--- src/rtl/pipeline_reg_s2_s3.sv ---
// ID/EX pipeline register: carries decoded S2 fields into S3, inserting bubbles on
// load-use hazards and flushes, freezing on memory hold, with saturating event counters.
module pipeline_reg_s2_s3 #(
  parameter int DATA_WIDTH = 32,
  parameter int CNT_WIDTH  = 16
) (
  input  logic                  CLK,
  input  logic                  RESET,
  input  logic [DATA_WIDTH-1:0] PC_S2,
  input  logic [DATA_WIDTH-1:0] DATA1_S2,
  input  logic [DATA_WIDTH-1:0] DATA2_S2,
  input  logic [DATA_WIDTH-1:0] IMM_S2,
  input  logic [4:0]            ADDR1_S2,
  input  logic [4:0]            ADDR2_S2,
  input  logic [4:0]            REG_WRITE_ADDR_S2,
  input  logic [4:0]            ALU_SELECT_S2,
  input  logic [3:0]            BRANCH_JUMP_S2,
  input  logic                  MEM_READ_S2,
  input  logic                  MEM_WRITE_S2,
  input  logic [2:0]            MEM_SIZE_S2,
  input  logic [1:0]            WB_SEL_S2,
  input  logic                  REG_WRITE_EN_S2,
  input  logic                  VALID_S2,
  input  logic                  LOAD_USE_HAZARD,
  input  logic                  FLUSH,
  input  logic                  HOLD,
  output logic [DATA_WIDTH-1:0] PC_S3,
  output logic [DATA_WIDTH-1:0] DATA1_S3,
  output logic [DATA_WIDTH-1:0] DATA2_S3,
  output logic [DATA_WIDTH-1:0] IMM_S3,
  output logic [4:0]            ADDR1_S3,
  output logic [4:0]            ADDR2_S3,
  output logic [4:0]            REG_WRITE_ADDR_S3,
  output logic [4:0]            ALU_SELECT_S3,
  output logic [3:0]            BRANCH_JUMP_S3,
  output logic                  MEM_READ_S3,
  output logic                  MEM_WRITE_S3,
  output logic [2:0]            MEM_SIZE_S3,
  output logic [1:0]            WB_SEL_S3,
  output logic                  REG_WRITE_EN_S3,
  output logic                  VALID_S3,
  output logic                  FLUSH_PENDING,
  output logic [CNT_WIDTH-1:0]  BUBBLE_COUNT,
  output logic [CNT_WIDTH-1:0]  FLUSH_COUNT,
  output logic [CNT_WIDTH-1:0]  HOLD_COUNT
);

  function automatic logic [CNT_WIDTH-1:0] sat_inc(input logic [CNT_WIDTH-1:0] c);
    return (&c) ? c : c + {{(CNT_WIDTH-1){1'b0}}, 1'b1};
  endfunction

  logic                  flush_take_p0;
  logic                  bubble_p0;
  logic                  side_en_p0;
  logic [DATA_WIDTH-1:0] pc_p0;
  logic [DATA_WIDTH-1:0] data1_p0;
  logic [DATA_WIDTH-1:0] data2_p0;
  logic [DATA_WIDTH-1:0] imm_p0;
  logic [4:0]            addr1_p0;
  logic [4:0]            addr2_p0;
  logic [4:0]            rd_p0;
  logic [4:0]            alu_p0;
  logic [3:0]            bj_p0;
  logic                  mem_rd_p0;
  logic                  mem_wr_p0;
  logic [2:0]            mem_size_p0;
  logic [1:0]            wb_sel_p0;
  logic                  reg_we_p0;
  logic                  vld_p0;

  // S2 -> S3 next-value selection (only used when HOLD is low)
  always_comb begin
    flush_take_p0 = FLUSH | FLUSH_PENDING;
    bubble_p0     = flush_take_p0 | LOAD_USE_HAZARD;
    side_en_p0    = ~bubble_p0 & VALID_S2;
    pc_p0         = bubble_p0 ? '0 : PC_S2;
    data1_p0      = bubble_p0 ? '0 : DATA1_S2;
    data2_p0      = bubble_p0 ? '0 : DATA2_S2;
    imm_p0        = bubble_p0 ? '0 : IMM_S2;
    addr1_p0      = bubble_p0 ? '0 : ADDR1_S2;
    addr2_p0      = bubble_p0 ? '0 : ADDR2_S2;
    rd_p0         = bubble_p0 ? '0 : REG_WRITE_ADDR_S2;
    alu_p0        = bubble_p0 ? '0 : ALU_SELECT_S2;
    mem_size_p0   = bubble_p0 ? '0 : MEM_SIZE_S2;
    wb_sel_p0     = bubble_p0 ? '0 : WB_SEL_S2;
    // Invalid slots keep their fields but may not cause side effects
    bj_p0         = side_en_p0 ? BRANCH_JUMP_S2 : 4'd0;
    mem_rd_p0     = side_en_p0 & MEM_READ_S2;
    mem_wr_p0     = side_en_p0 & MEM_WRITE_S2;
    reg_we_p0     = side_en_p0 & REG_WRITE_EN_S2;
    vld_p0        = side_en_p0;
  end

  // S3 register stage
  always_ff @(posedge CLK or negedge RESET) begin
    if (!RESET) begin
      PC_S3             <= '0;
      DATA1_S3          <= '0;
      DATA2_S3          <= '0;
      IMM_S3            <= '0;
      ADDR1_S3          <= '0;
      ADDR2_S3          <= '0;
      REG_WRITE_ADDR_S3 <= '0;
      ALU_SELECT_S3     <= '0;
      BRANCH_JUMP_S3    <= '0;
      MEM_READ_S3       <= 1'b0;
      MEM_WRITE_S3      <= 1'b0;
      MEM_SIZE_S3       <= '0;
      WB_SEL_S3         <= '0;
      REG_WRITE_EN_S3   <= 1'b0;
      VALID_S3          <= 1'b0;
    end else if (!HOLD) begin
      PC_S3             <= pc_p0;
      DATA1_S3          <= data1_p0;
      DATA2_S3          <= data2_p0;
      IMM_S3            <= imm_p0;
      ADDR1_S3          <= addr1_p0;
      ADDR2_S3          <= addr2_p0;
      REG_WRITE_ADDR_S3 <= rd_p0;
      ALU_SELECT_S3     <= alu_p0;
      BRANCH_JUMP_S3    <= bj_p0;
      MEM_READ_S3       <= mem_rd_p0;
      MEM_WRITE_S3      <= mem_wr_p0;
      MEM_SIZE_S3       <= mem_size_p0;
      WB_SEL_S3         <= wb_sel_p0;
      REG_WRITE_EN_S3   <= reg_we_p0;
      VALID_S3          <= vld_p0;
    end
  end

  // Control state: deferred flush and event counters (one increment per edge at most)
  always_ff @(posedge CLK or negedge RESET) begin
    if (!RESET) begin
      FLUSH_PENDING <= 1'b0;
      BUBBLE_COUNT  <= '0;
      FLUSH_COUNT   <= '0;
      HOLD_COUNT    <= '0;
    end else if (HOLD) begin
      if (FLUSH) FLUSH_PENDING <= 1'b1;
      HOLD_COUNT <= sat_inc(HOLD_COUNT);
    end else if (flush_take_p0) begin
      FLUSH_PENDING <= 1'b0;
      FLUSH_COUNT   <= sat_inc(FLUSH_COUNT);
    end else if (LOAD_USE_HAZARD) begin
      BUBBLE_COUNT <= sat_inc(BUBBLE_COUNT);
    end
  end

endmodule

--- config.mk ---
export PLATFORM = sky130hd
export DESIGN_NAME = pipeline_reg_s2_s3
export DESIGN_NICKNAME = d
export VERILOG_FILES = /design/src/rtl/pipeline_reg_s2_s3.sv
export SDC_FILE = /design/constraint.sdc
export NUM_CORES = 1
export LEC_CHECK = 0
export ABC_AREA = 1
export ABC_CLOCK_PERIOD_IN_PS = 1950
export CORE_MARGIN = 2
export CORE_UTILIZATION = 42
export DETAILED_ROUTE_END_ITERATION = 10
export GPL_ROUTABILITY_DRIVEN = 0
export PLACE_DENSITY = 0.87
export SETUP_SLACK_MARGIN = 0.1
export SLEW_MARGIN = 15
export SYNTH_ARGS = -nofsm -noshare
export SYNTH_HDL_FRONTEND = slang
export SYNTH_SLANG_ARGS = --single-unit
--- constraint.sdc ---
create_clock -name CLK -period 1.95 [get_ports CLK]
set_clock_uncertainty 0.1 [all_clocks]
set_input_delay 0.39 -clock CLK [delete_from_list [all_inputs] [get_ports CLK]]
set_output_delay 0.39 -clock CLK [all_outputs]
set_load 0.01 [all_outputs]
Word level (Yosys, flattened, before mapping)
Index checks and enable logic that the tools add are counted.
{"block": "op_classes", "addsub": 3, "n_eq_ne": 1, "muxes": 14, "bitwise": 12, "n_reduce_logical": 8}
{"op": "two-way mux 32 bit", "n": 4}
{"op": "adder 16 x 1 -> 16 bit, second input constant", "n": 3}
{"op": "AND reduction 16 bit", "n": 3}
{"op": "two-way mux 5 bit", "n": 4}
{"op": "inverter 1 bit", "n": 6}
{"op": "AND 1 bit", "n": 4}
{"op": "two-way mux 4 bit", "n": 1}
{"op": "AND reduction 2 bit", "n": 2}
{"op": "AND reduction 4 bit", "n": 1}
{"op": "two-way mux 1 bit", "n": 3}
{"op": "two-way mux 3 bit", "n": 1}
{"op": "AND reduction 3 bit", "n": 1}
{"op": "two-way mux 2 bit", "n": 1}
{"op": "inequality test 2 bit, second input constant", "n": 1}
{"op": "OR 1 bit", "n": 2}
{"op": "nonzero test 2 bit", "n": 1}
{"block": "totals", "regBits": 210, "inputBits": 166, "elab_cells": 57}

Logic depth before layout (Yosys ltp)
Gate-level depths: netlist of run 1.
{"block": "depth", "ltp_word": 5, "depth_mapped": 10, "ltp_nobuf": 9}

Worst setup path before layout of run 1
No wires, ideal clock.
{"block": "synth_path", "path_kind": "register -> register", "start": "register FLUSH_COUNT[0]", "end": "register FLUSH_COUNT[5]", "arrival_ns": 1.396, "t_required_ns": 1.733, "setup_slack_ns": 0.337, "stages_incl_launch_ff": 11, "n_path_buf": 1, "period_less_slack_ns": 1.613, "cell_sequence": "dfrtp_1 ha_1 nand3_1 inv_1 nand2_1 nand2_1 nand2_2 buf_6 nand2_1 nand2_1 nand2_1"}
{"block": "synth_via", "elab_chain_len": 3}
{"item": "from (decl)", "line": "44", "rtl": "output logic [CNT_WIDTH-1:0] FLUSH_COUNT,"}
{"item": "from (signal assigned)", "line": "143", "rtl": "FLUSH_COUNT <= sat_inc(FLUSH_COUNT);"}
{"item": "branches (longest 3 deep; another with adder 16 x 1 -> 16 bit)"}
Parallel ways; which one is timed is not known.
A chain may end at the register's enable or synchronous reset.

Worst setup path after layout of run 1
{"block": "layout_path", "start": "register FLUSH_COUNT[0]", "end": "output port FLUSH_COUNT[0]"}
No word-level cell between the ends.

==> results.sh, run 1 <==
export IMPL_ir_drop_mv=0.5985
export IMPL_finalCritPeriodShare_pct=92.20
export IMPL_max_stage_delay_ns=0.39
export IMPL_end_kind="output port"
export IMPL_slew_viol_final=0
export IMPL_synthTopCellsByArea="dfrtp_1 61%, a22o_1 16%, nand2_1 8.0%"
export IMPL_fin_ws_ns=0.1521
export IMPL_cts_sinks=210
export IMPL_antenna_found_initial=2
export IMPL_grt_usage_pct=24.15
export IMPL_min_path_type="input pin to register"
export IMPL_ys_flop_type="dfrtp_1"
export IMPL_wire_per_inst_microns=18.30
export IMPL_grt_max_degree=70
export IMPL_utilization_pct=66.84
export IMPL_maxCapViolCount=0
export IMPL_hold_viol_final=0
export IMPL_cts_made_buffers=21
export IMPL_timing_setup_tns_ns=0
export IMPL_numPortBuffers=375
export IMPL_cts_tree="built"
export IMPL_viasPerCell=5.186
export IMPL_rows=52
export IMPL_cp_top_family="buffers and inverters"
export IMPL_place_inst=1418
export IMPL_htree_levels=1
export IMPL_netlist_area_sq_um=8598
export IMPL_cts_clk_slew_worst_paths_ns=0.06
export IMPL_drc=0
export IMPL_instances_no_fill=1479
export IMPL_start_util_pct=42.63
export IMPL_wl_mm=27.06
export IMPL_grt_pass1_wl_mm=42.24
export IMPL_synthArstFlopShare_pct=100.0
export IMPL_io_pins=376
export IMPL_critical_path_arrival_ns=1.31
export IMPL_drive_above_1_share_pct=9.851
export IMPL_synth_warnings=0
export IMPL_cts_buffer_depth=3
export IMPL_dr_pass1_iters=4
export IMPL_nets=1363
export IMPL_critPathKind="register to output port"
export IMPL_grt_pass1_vias=7792
export IMPL_synth_top_area_cell="dfrtp_1"
export IMPL_p_clk_share_pct=36.6
export IMPL_dp_slack_ns=-0.04287
export IMPL_cts_root_buffer="clkbuf_16"
export IMPL_drt_iter0_drc=310
export IMPL_ys_ff_latch=210
export IMPL_yosysTopAreaCellShare_pct=61.12
export IMPL_dp_hpwl_mm=19.23
export IMPL_max_freq_mhz=556.2
export IMPL_slew_limit_headroom_pct=52.63
export IMPL_ant_nets=0
export IMPL_syn_area_per_cell_sq_um=11.00
export IMPL_crit_buf_inv=2
export IMPL_seq_power_share_pct=45.0
export IMPL_dieArea_sq_um=21630
export IMPL_grt_remaining_overflow=0
export IMPL_worstMarginPinSlew_ns=0.7106
export IMPL_clkLatencyLatePin_ns=0.49
export IMPL_combPwrFrac_pct=18.5
export IMPL_power_density_nw_per_um2=812.6
export IMPL_internal_power_mw=8.063
export IMPL_synth_edf_count=0
export IMPL_critPathMaxFanout=4
export IMPL_p_sw_mw=2.891
export IMPL_leakagePower_nw=7.082
export IMPL_rsz0062_at_grt="no"
export IMPL_swShare_pct=26.39
export IMPL_coreArea_sq_um=20170
export IMPL_period_minus_slack_ns=1.798
export IMPL_synth_most_common_cell="dfrtp_1"
export IMPL_yosys_top_cells_count="210 x dfrtp_1, 183 x nand2_1, 154 x a22o_1"
export IMPL_syn_inst=782
export IMPL_crit_required_ns=1.46
export IMPL_area_delta_synth_final_pct=56.80
export IMPL_ys_types=27
export IMPL_final_setup_viol_count=0
export IMPL_dieHeight_microns=147.1
export IMPL_vias=7670
export IMPL_die_w_microns=147.1
export IMPL_status="finished, final reports clean"
export IMPL_critPathSlowestCell="dfrtp_1"
export IMPL_seq_area_frac_synth_pct=61.12
export IMPL_dpl_cell_area_sq_um=12850
export IMPL_cp_start_kind="register"
export IMPL_cp_cell_sequence="buf_4, dlygate4sd2_1"
export IMPL_design_area_sq_um=13480
export IMPL_synth_fp_nets=951
[power groups by stage]
stage | registers, mW | clock network (mW) | logic, mW
3_5_place_dp | 5.05 | 0 | 2.04
4_1_cts | 4.92 | 4.09 | 1.99
2_1_floorplan | 5.15 | 0 | 0.608
6_report | 4.93 | 4.01 | 2.02
5_1_grt | 4.97 | 4.27 | 2.19
3_3_place_gp | 5.04 | 0 | 1.99
[registers in the layout (all words and copies together), names as in the netlist]
name	flops
DATA1_S3	32
DATA2_S3	32
IMM_S3	32
PC_S3	32
BUBBLE_COUNT	16
FLUSH_COUNT	16
HOLD_COUNT	16
ADDR1_S3	5
ADDR2_S3	5
ALU_SELECT_S3	5
REG_WRITE_ADDR_S3	5
BRANCH_JUMP_S3	4
MEM_SIZE_S3	3
WB_SEL_S3	2
FLUSH_PENDING	1
MEM_READ_S3	1
MEM_WRITE_S3	1
REG_WRITE_EN_S3	1
VALID_S3	1
[final timing paths]
kind	slack, ns	depth (start not counted)	to	start
hold reg to reg	0.38	2	MEM_READ_S3$_DFFE_PN0N_	MEM_READ_S3$_DFFE_PN0N_
setup / recovery	0.15	2	FLUSH_COUNT[0]	FLUSH_COUNT[0]$_DFFE_PN0P_
max in group asynchronous	0.83	3	BUBBLE_COUNT[2]$_DFFE_PN0P_	RESET
min in group asynchronous	0.30	2	DATA1_S3[5]$_DFFE_PN0N_	RESET
hold / removal	0.19	3	FLUSH_PENDING$_DFFE_PN0P_	HOLD
setup reg to reg	0.20	9	HOLD_COUNT[9]$_DFFE_PN0P_	HOLD_COUNT[0]$_DFFE_PN0P_
[layout by cell type (no fill, tap or decap), types with 13 or more instances in the layout]
master,synthesis,final
dfrtp_1,210,207
clkdlybuf4s50_1,0,163
buf_4,10,38
nand3_1,33,32
inv_1,37,37
dlygate4sd2_1,0,210
buf_12,0,13
clkbuf_16,0,22
nand2_1,183,182
nor2_1,41,41
a22o_1,154,154
[cell families (layout without fill, tap and decap cells)]
kind of cell	count (synthesis)	count (layout)	synth area share, %
xor gates and xnor gates	15	15	1.528
buffers and inverters	78	504	4.278
DFF	210	210	61.12
and+or+nand+nor	305	305	15.96
adders and majority gates	3	3	0.4366
other	0	1	0
AOI/OAI and AO/OA	171	171	16.68
[layout make-up]
| class | instances | area (sq um) |
|---|---|---|
| diodes | 1 | 2.502 |
| flip-flops and latches | 210 | 5259 |
| inverters | 40 | 150.1 |
| fillers | 1552 | 6688 |
| clock inverters | 5 | 50.05 |
| repair buffers | 427 | 4065 |
| well taps | 270 | 337.8 |
| multi-input cells | 494 | 2990 |
| clock buffers | 32 | 626.9 |
[per-stage QoR]
| step | hold WS (ns) | power, mW |
|---|---|---|
| global placement | 0.2229 | 7.027 |
| detailed placement | 0.2254 | 7.091 |
| global route | 0.2063 | 11.43 |
| finish | 0.1867 | 10.95 |
| CTS | 0.1623 | 10.99 |
| floorplan | -0.005591 | 5.754 |
[what timing repair did]
| action | 4_1_cts | 5_1_grt |
|---|---|---|
| hold buffers | 1 | 0 |
| cloned | 0 | 1 |
| pin swaps | 0 | 1 |
| endpoints found under the hold margin | 28 | 0 |
| buffers inserted | 20 | 1 |
| gates resized for setup | 213 | 4 |
| endpoints found under the setup margin | 210 | 21 |
[metal layers]
| layer | global-route usage [%] | up-vias | part of all wire, % |
|---|---|---|---|
| li1 | - | 3535 | - |
| met1 | 29.74 | 3750 | 39 |
| met2 | 41.85 | 326 | 50 |
| met3 | 6.087 | 57 | 7.7 |
| met4 | 7.692 | 2 | 2.9 |
| met5 | 0 | - | 0.048 |
[worst reg2reg max path: stages, from the launching register on]
cell and delay (ns):
dfrtp_1 0.40, buf_4 0.16, ha_1 0.23, inv_1 0.12, nor2_4 0.07, nand2_2 0.12, nor2_4 0.06, nor2_2 0.24
nand2_1 0.09, o21ai_1 0.08
Power figures use the tool's default switching activity.
==> inputs of run 2 (changes only) <==
--- a/config.mk
+++ b/config.mk
@@ -7,8 +7,10 @@
 export LEC_CHECK = 0
 export ABC_AREA = 1
 export ABC_CLOCK_PERIOD_IN_PS = 1950
+export CELL_PAD_IN_SITES_DETAIL_PLACEMENT = 1
+export CELL_PAD_IN_SITES_GLOBAL_PLACEMENT = 2
 export CORE_MARGIN = 2
-export CORE_UTILIZATION = 42
+export CORE_UTILIZATION = 25
 export DETAILED_ROUTE_END_ITERATION = 10
 export GPL_ROUTABILITY_DRIVEN = 0
 export PLACE_DENSITY = 0.87
==> run 2 against run 1 <==
Compared with the run above: routed wire length increased by 13%; clock-buffer cell count increased by 4; maximum frequency increased by 1.1%; clock power increased by 16%; global-route usage decreased by 7.3 points; design area increased by 2.2%; total power increased by 5.4%; register-to-register slack improved by 0.04 ns.
==> results.sh, run 2 (same netlist as run 1, synthesis figures left out) <==
export IMPL_status="finished, final reports clean"
export IMPL_swShare_pct=26.58
export IMPL_internal_power_mw=8.480
export IMPL_worstMarginPinSlew_ns=0.5600
export IMPL_ir_drop_mv=0.5459
export IMPL_wl_mm=30.60
export IMPL_rsz0062_at_grt="no"
export IMPL_rows=67
export IMPL_cts_tree="built"
export IMPL_antenna_found_initial=1
export IMPL_reg2reg_depth=9
export IMPL_critPathMaxFanout=6
export IMPL_final_cell_mix="207 x dlygate4sd2_1, 194 x dfrtp_1, 183 x nand2_1"
export IMPL_dieArea_sq_um=35890
export IMPL_combPwrFrac_pct=16.5
export IMPL_cp_start_kind="register"
export IMPL_slew_limit_headroom_pct=62.66
export IMPL_max_freq_mhz=562.1
export IMPL_area_delta_synth_final_pct=60.20
export IMPL_utilization_pct=40.87
export IMPL_drc=0
export IMPL_multiInputGateArea_sq_um=2980
export IMPL_htree_levels=1
export IMPL_r2r_start="BUBBLE_COUNT[0]$_DFFE_PN0P_"
export IMPL_ant_nets=0
export IMPL_cts_root_buffer="clkbuf_16"
export IMPL_period_minus_slack_ns=1.779
export IMPL_reg2reg_to="BUBBLE_COUNT[7]$_DFFE_PN0P_"
export IMPL_p_clk_share_pct=40.4
export IMPL_end_kind="output port"
export IMPL_nets=1360
export IMPL_drt_iter0_drc=229
export IMPL_max_stage_delay_ns=0.46
export IMPL_design_area_sq_um=13770
export IMPL_min_to="FLUSH_PENDING$_DFFE_PN0P_"
export IMPL_critical_path_arrival_ns=1.29
export IMPL_grt_pass1_wl_mm=48.10
export IMPL_vias=7572
export IMPL_timing_hold_ws_ns=0.1759
export IMPL_slew_viol_final=0
export IMPL_crit_buf_inv=1
export IMPL_hold_depth=3
export IMPL_cts_sinks=210
export IMPL_cp_top_family="flip-flops"
export IMPL_critPathSlowestCell="dfrtp_2"
export IMPL_drive_above_1_share_pct=10.84
export IMPL_die_w_microns=189.5
export IMPL_dp_hpwl_mm=22.63
export IMPL_cp_cell_sequence="dlygate4sd2_1"
export IMPL_cts_buffer_depth=3
export IMPL_maxCapViolCount=0
export IMPL_clkLatencyLatePin_ns=0.52
export IMPL_min_path_type="input pin to register"
export IMPL_grt_usage_pct=16.81
export IMPL_dpl_cell_area_sq_um=13130
export IMPL_seq_power_share_pct=43.0
export IMPL_io_pins=376
export IMPL_final_setup_viol_count=0
export IMPL_crit_required_ns=1.46
export IMPL_coreArea_sq_um=33700
export IMPL_cts_clk_slew_worst_paths_ns=0.06
export IMPL_rrSetupSlack_ns=0.24
export IMPL_start_util_pct=25.51
export IMPL_critPathKind="register to output port"
export IMPL_cts_made_buffers=25
export IMPL_wire_per_inst_microns=18.46
export IMPL_grt_pass1_vias=8347
export IMPL_power_density_nw_per_um2=838.5
export IMPL_grt_max_degree=101
export IMPL_regArea_sq_um=5275
export IMPL_viasPerCell=4.570
export IMPL_grt_remaining_overflow=0
export IMPL_p_sw_mw=3.070
export IMPL_final_common_cell="dlygate4sd2_1"
export IMPL_dr_pass1_iters=4
export IMPL_hp_start="HOLD"
export IMPL_dieHeight_microns=189.5
export IMPL_leakagePower_nw=7.084
export IMPL_numPortBuffers=375
export IMPL_finalCritPeriodShare_pct=91.23
export IMPL_hold_viol_final=0
export IMPL_n_fill_cell=3797
run 2: cell types whose count changed in the layout (fill, tap and decap cells not counted), moves of 3 or more:
cell           change
dfrtp_1           -13
buf_4              -6
dlygate4sd2_1      -3
dfrtp_2           +13
clkbuf_16          +3
run 2: per-layer routing:
| metal | global-route usage, % | vias up | wire (microns) |
|---|---|---|---|
| met5 | 0 | - | 0 |
| met3 | 4.078 | 52 | 1892 |
| met1 | 20.76 | 3782 | 12870 |
| li1 | - | 3528 | - |
| met2 | 29.26 | 210 | 15090 |
| met4 | 4.532 | 0 | 745 |
run 2: worst max-delay path by stage:
stage	startpoint	end	cells after the start
floorplan	FLUSH_COUNT[0]$_DFFE_PN0P_	FLUSH_COUNT[5]$_DFFE_PN0P_	10
global placement	FLUSH	BUBBLE_COUNT[10]$_DFFE_PN0P_	7
detailed placement	FLUSH	BUBBLE_COUNT[2]$_DFFE_PN0P_	6
CTS	BUBBLE_COUNT[2]$_DFFE_PN0P_	BUBBLE_COUNT[2]	1
global route	BUBBLE_COUNT[6]$_DFFE_PN0P_	BUBBLE_COUNT[6]	1
finish	HOLD_COUNT[12]$_DFFE_PN0P_	HOLD_COUNT[12]	1
run 2: power by group through the flow:
| stage | Clock, mW | Combinational, mW | Sequential (mW) |
|---|---|---|---|
| 6_report | 4.67 | 1.91 | 4.97 |
| 5_1_grt | 5.00 | 2.09 | 5.02 |
| 4_1_cts | 4.83 | 1.96 | 4.97 |
| 3_5_place_dp | 0 | 2.14 | 5.06 |
| 3_3_place_gp | 0 | 2.08 | 5.05 |
| 2_1_floorplan | 0 | 0.608 | 5.15 |
run 2: repair_timing:
action / in CTS / in global routing
setup buffers: 8 / 0
endpoints found under the setup margin: 210 / 4
hold endpoints to repair: 38 / 0
cloned: 0 / 0
gates resized for setup: 227 / 5
hold buffers: 1 / 0
run 2: per-stage QoR:
stage	power, mW	TNS [ns]	setup WS, ns	instances
final	11.55	0	0.1711	1657
after global routing	12.12	0	0.1002	1657
after CTS	11.76	0	0.09428	1656
after detailed placement	7.196	-1.298	-0.07790	1603
after global placement	7.131	-0.02811	-0.02678	1603
after floorplan	5.754	0	0.3371	782
run 2: cell type report:
class	instances	share of cell area, %
repair buffers	420	28.96
well taps	448	4.069
flip-flops and latches	210	38.30
clock inverters	8	0.6540
multi-input cells	494	21.64
diodes	1	0.01817
clock buffers	36	5.277
inverters	40	1.090
==> inputs of run 3 (changes only) <==
--- a/config.mk
+++ b/config.mk
@@ -9,13 +9,13 @@
 export ABC_CLOCK_PERIOD_IN_PS = 1950
 export CELL_PAD_IN_SITES_DETAIL_PLACEMENT = 1
 export CELL_PAD_IN_SITES_GLOBAL_PLACEMENT = 2
-export CORE_MARGIN = 2
-export CORE_UTILIZATION = 25
+export CORE_UTILIZATION = 26
+export CTS_BUF_LIST = sky130_fd_sc_hd__clkbuf_8
 export DETAILED_ROUTE_END_ITERATION = 10
 export GPL_ROUTABILITY_DRIVEN = 0
-export PLACE_DENSITY = 0.87
+export PLACE_DENSITY = 0.89
 export SETUP_SLACK_MARGIN = 0.1
-export SLEW_MARGIN = 15
+export SLEW_MARGIN = 20
 export SYNTH_ARGS = -nofsm -noshare
 export SYNTH_HDL_FRONTEND = slang
 export SYNTH_SLANG_ARGS = --single-unit
==> run 3 against run 2 <==
Compared with the run above: sequential share of layout area about the same; design area barely moved; clock-buffer cell count grew 13; total power shrank 2.8%; via count up 1.5%; flip-flop and latch count unchanged; critical path type unchanged; critical endpoint is now BUBBLE_COUNT[15]; largest power group unchanged; highest routed layer unchanged.
==> results.sh, run 3 (same netlist as run 1, synthesis figures left out) <==
export IMPL_status="finished, final reports clean"
export IMPL_grt_usage_pct=18.08
export IMPL_start_util_pct=26.43
export IMPL_cp_startpoint="BUBBLE_COUNT[15]$_DFFE_PN0P_"
export IMPL_grt_max_degree=74
export IMPL_rows=66
export IMPL_coreArea_sq_um=32540
export IMPL_cp_start_kind="register"
export IMPL_drt_iter0_drc=243
export IMPL_htree_levels=2
export IMPL_dr_pass1_iters=4
export IMPL_critical_path_arrival_ns=1.30
export IMPL_final_setup_viol_count=0
export IMPL_critPathMaxFanout=4
export IMPL_ant_nets=0
export IMPL_final_cell_mix="201 x dlygate4sd2_1, 187 x dfrtp_1, 182 x nand2_1"
export IMPL_leakagePower_nw=7.129
export IMPL_hp_start="HOLD"
export IMPL_grt_busiest_layer="met2"
export IMPL_rsz0062_at_grt="yes"
export IMPL_area_delta_synth_final_pct=60.30
export IMPL_max_freq_mhz=560.1
export IMPL_worstMarginPinSlew_ns=0.4769
export IMPL_power_mw=11.23
export IMPL_cts_tree="built"
export IMPL_finalCritPeriodShare_pct=91.56
export IMPL_nets=1378
export IMPL_dp_hpwl_mm=21.92
export IMPL_clkLatencyLatePin_ns=0.56
export IMPL_grt_pass1_wl_mm=47.63
export IMPL_slew_limit_headroom_pct=68.20
export IMPL_cts_buffer_depth=3
export IMPL_grt_util_met1_pct=21.24
export IMPL_cts_clk_slew_worst_paths_ns=0.06
export IMPL_viasPerCell=4.575
export IMPL_critPathSlowestCell="dfrtp_2"
export IMPL_design_area_sq_um=13780
export IMPL_numPortBuffers=375
export IMPL_wl_mm=30.68
export IMPL_antenna_found_initial=0
export IMPL_maxCapViolCount=0
export IMPL_cts_sinks=210
export IMPL_min_path_type="input pin to register"
export IMPL_n_fill_cell=3749
export IMPL_cts_made_buffers=39
export IMPL_multiInputGateArea_sq_um=2985
export IMPL_ir_drop_mv=0.3980
export IMPL_crit_required_ns=1.46
export IMPL_diodes=0
export IMPL_regArea_sq_um=5284
export IMPL_critPathKind="register to output port"
export IMPL_drive_above_1_share_pct=13.10
export IMPL_dpl_cell_area_sq_um=13110
export IMPL_drc=0
export IMPL_period_minus_slack_ns=1.785
export IMPL_cts_root_buffer="clkbuf_8"
export IMPL_slew_viol_final=0
export IMPL_max_stage_delay_ns=0.44
export IMPL_r2r_start="BUBBLE_COUNT[0]$_DFFE_PN0P_"
export IMPL_grt_met3_usage_pct=5.131
export IMPL_die_w_microns=183.9
export IMPL_final_common_cell="dlygate4sd2_1"
export IMPL_grt_pass1_vias=8255
export IMPL_io_pins=376
export IMPL_wire_per_inst_microns=18.27
export IMPL_hold_viol_final=0
export IMPL_dieArea_sq_um=33800
export IMPL_power_density_nw_per_um2=814.7
export IMPL_cp_cell_sequence="dlygate4sd2_1"
export IMPL_grtUsageMet2_pct=31.36
export IMPL_crit_buf_inv=1
export IMPL_end_kind="output port"
export IMPL_cp_top_family="flip-flops"
export IMPL_dieHeight_microns=183.9
export IMPL_vias=7682
export IMPL_grt_remaining_overflow=0
[run 3: cell count changes in the layout (fill, tap and decap cells not counted), moves of 5 or more]
cell	delta
clkbuf_1	-5
clkbuf_16	-25
dfrtp_1	-7
dfrtp_2	+7
inv_1	+13
dlygate4sd2_1	-6
clkbuf_8	+43
clkdlybuf4s15_1	+5
[run 3: metrics by stage]
stage / worst slack (ns) / util, % / setup TNS [ns] / hold WS (ns) / cells
after CTS: 0.05799 / 42.27 / 0 / 0.04498 / 1675
final: 0.1646 / 42.36 / 0 / 0.08376 / 1679
after global placement: -0.01100 / 40.28 / -0.01100 / 0.3004 / 1595
after floorplan: 0.3371 / - / 0 / -0.005591 / 782
after global routing: 0.09367 / 42.36 / 0 / 0.1002 / 1679
after detailed placement: -0.04591 / 40.28 / -0.1068 / 0.3004 / 1595
[run 3: what timing repair did]
action	CTS	global route
endpoints found under the setup margin	210	22
buffers inserted	10	4
hold buffers	1	0
resized for setup	237	11
endpoints found under the hold margin	42	0
[run 3: power by group]
group	internal, mW	leakage [nW]	total (mW)	switching, mW
logic	0.987	3.86	1.93	0.941
registers	4.68	2.81	4.97	0.292
clock network	2.40	0.456	4.33	1.93
total	8.06	7.13	11.2	3.16
[run 3: layer usage]
metal  vias to the layer above  share of wire (%)  routed length [microns]
li1                       3565                  -                        -
met1                      3789                 40                    12300
met3                        54                7.1                     2175
met5                         -                  0                        0
met2                       274                 50                    15380
met4                         0                2.7                      820
[run 3: path summary, 6_finish.rpt]
kind	end	slack, ns	cells past startpoint
worst max-delay path	BUBBLE_COUNT[15]	0.16	1
worst min-delay path	FLUSH_PENDING$_DFFE_PN0P_	0.08	3
worst max register to register	BUBBLE_COUNT[7]$_DFFE_PN0P_	0.25	9
worst min register to register	BRANCH_JUMP_S3[2]$_DFFE_PN0N_	0.38	2
max in group asynchronous	HOLD_COUNT[9]$_DFFE_PN0P_	0.80	3
min in group asynchronous	REG_WRITE_ADDR_S3[2]$_DFFE_PN0N_	0.28	2
[run 3: final cells by class]
type	instances	area share, %
multi-input cells	494	21.66
repair buffers	424	29.18
well taps	442	4.012
clock buffers	49	4.893
clock inverters	20	0.8351
flip-flops and latches	210	38.34
inverters	40	1.089
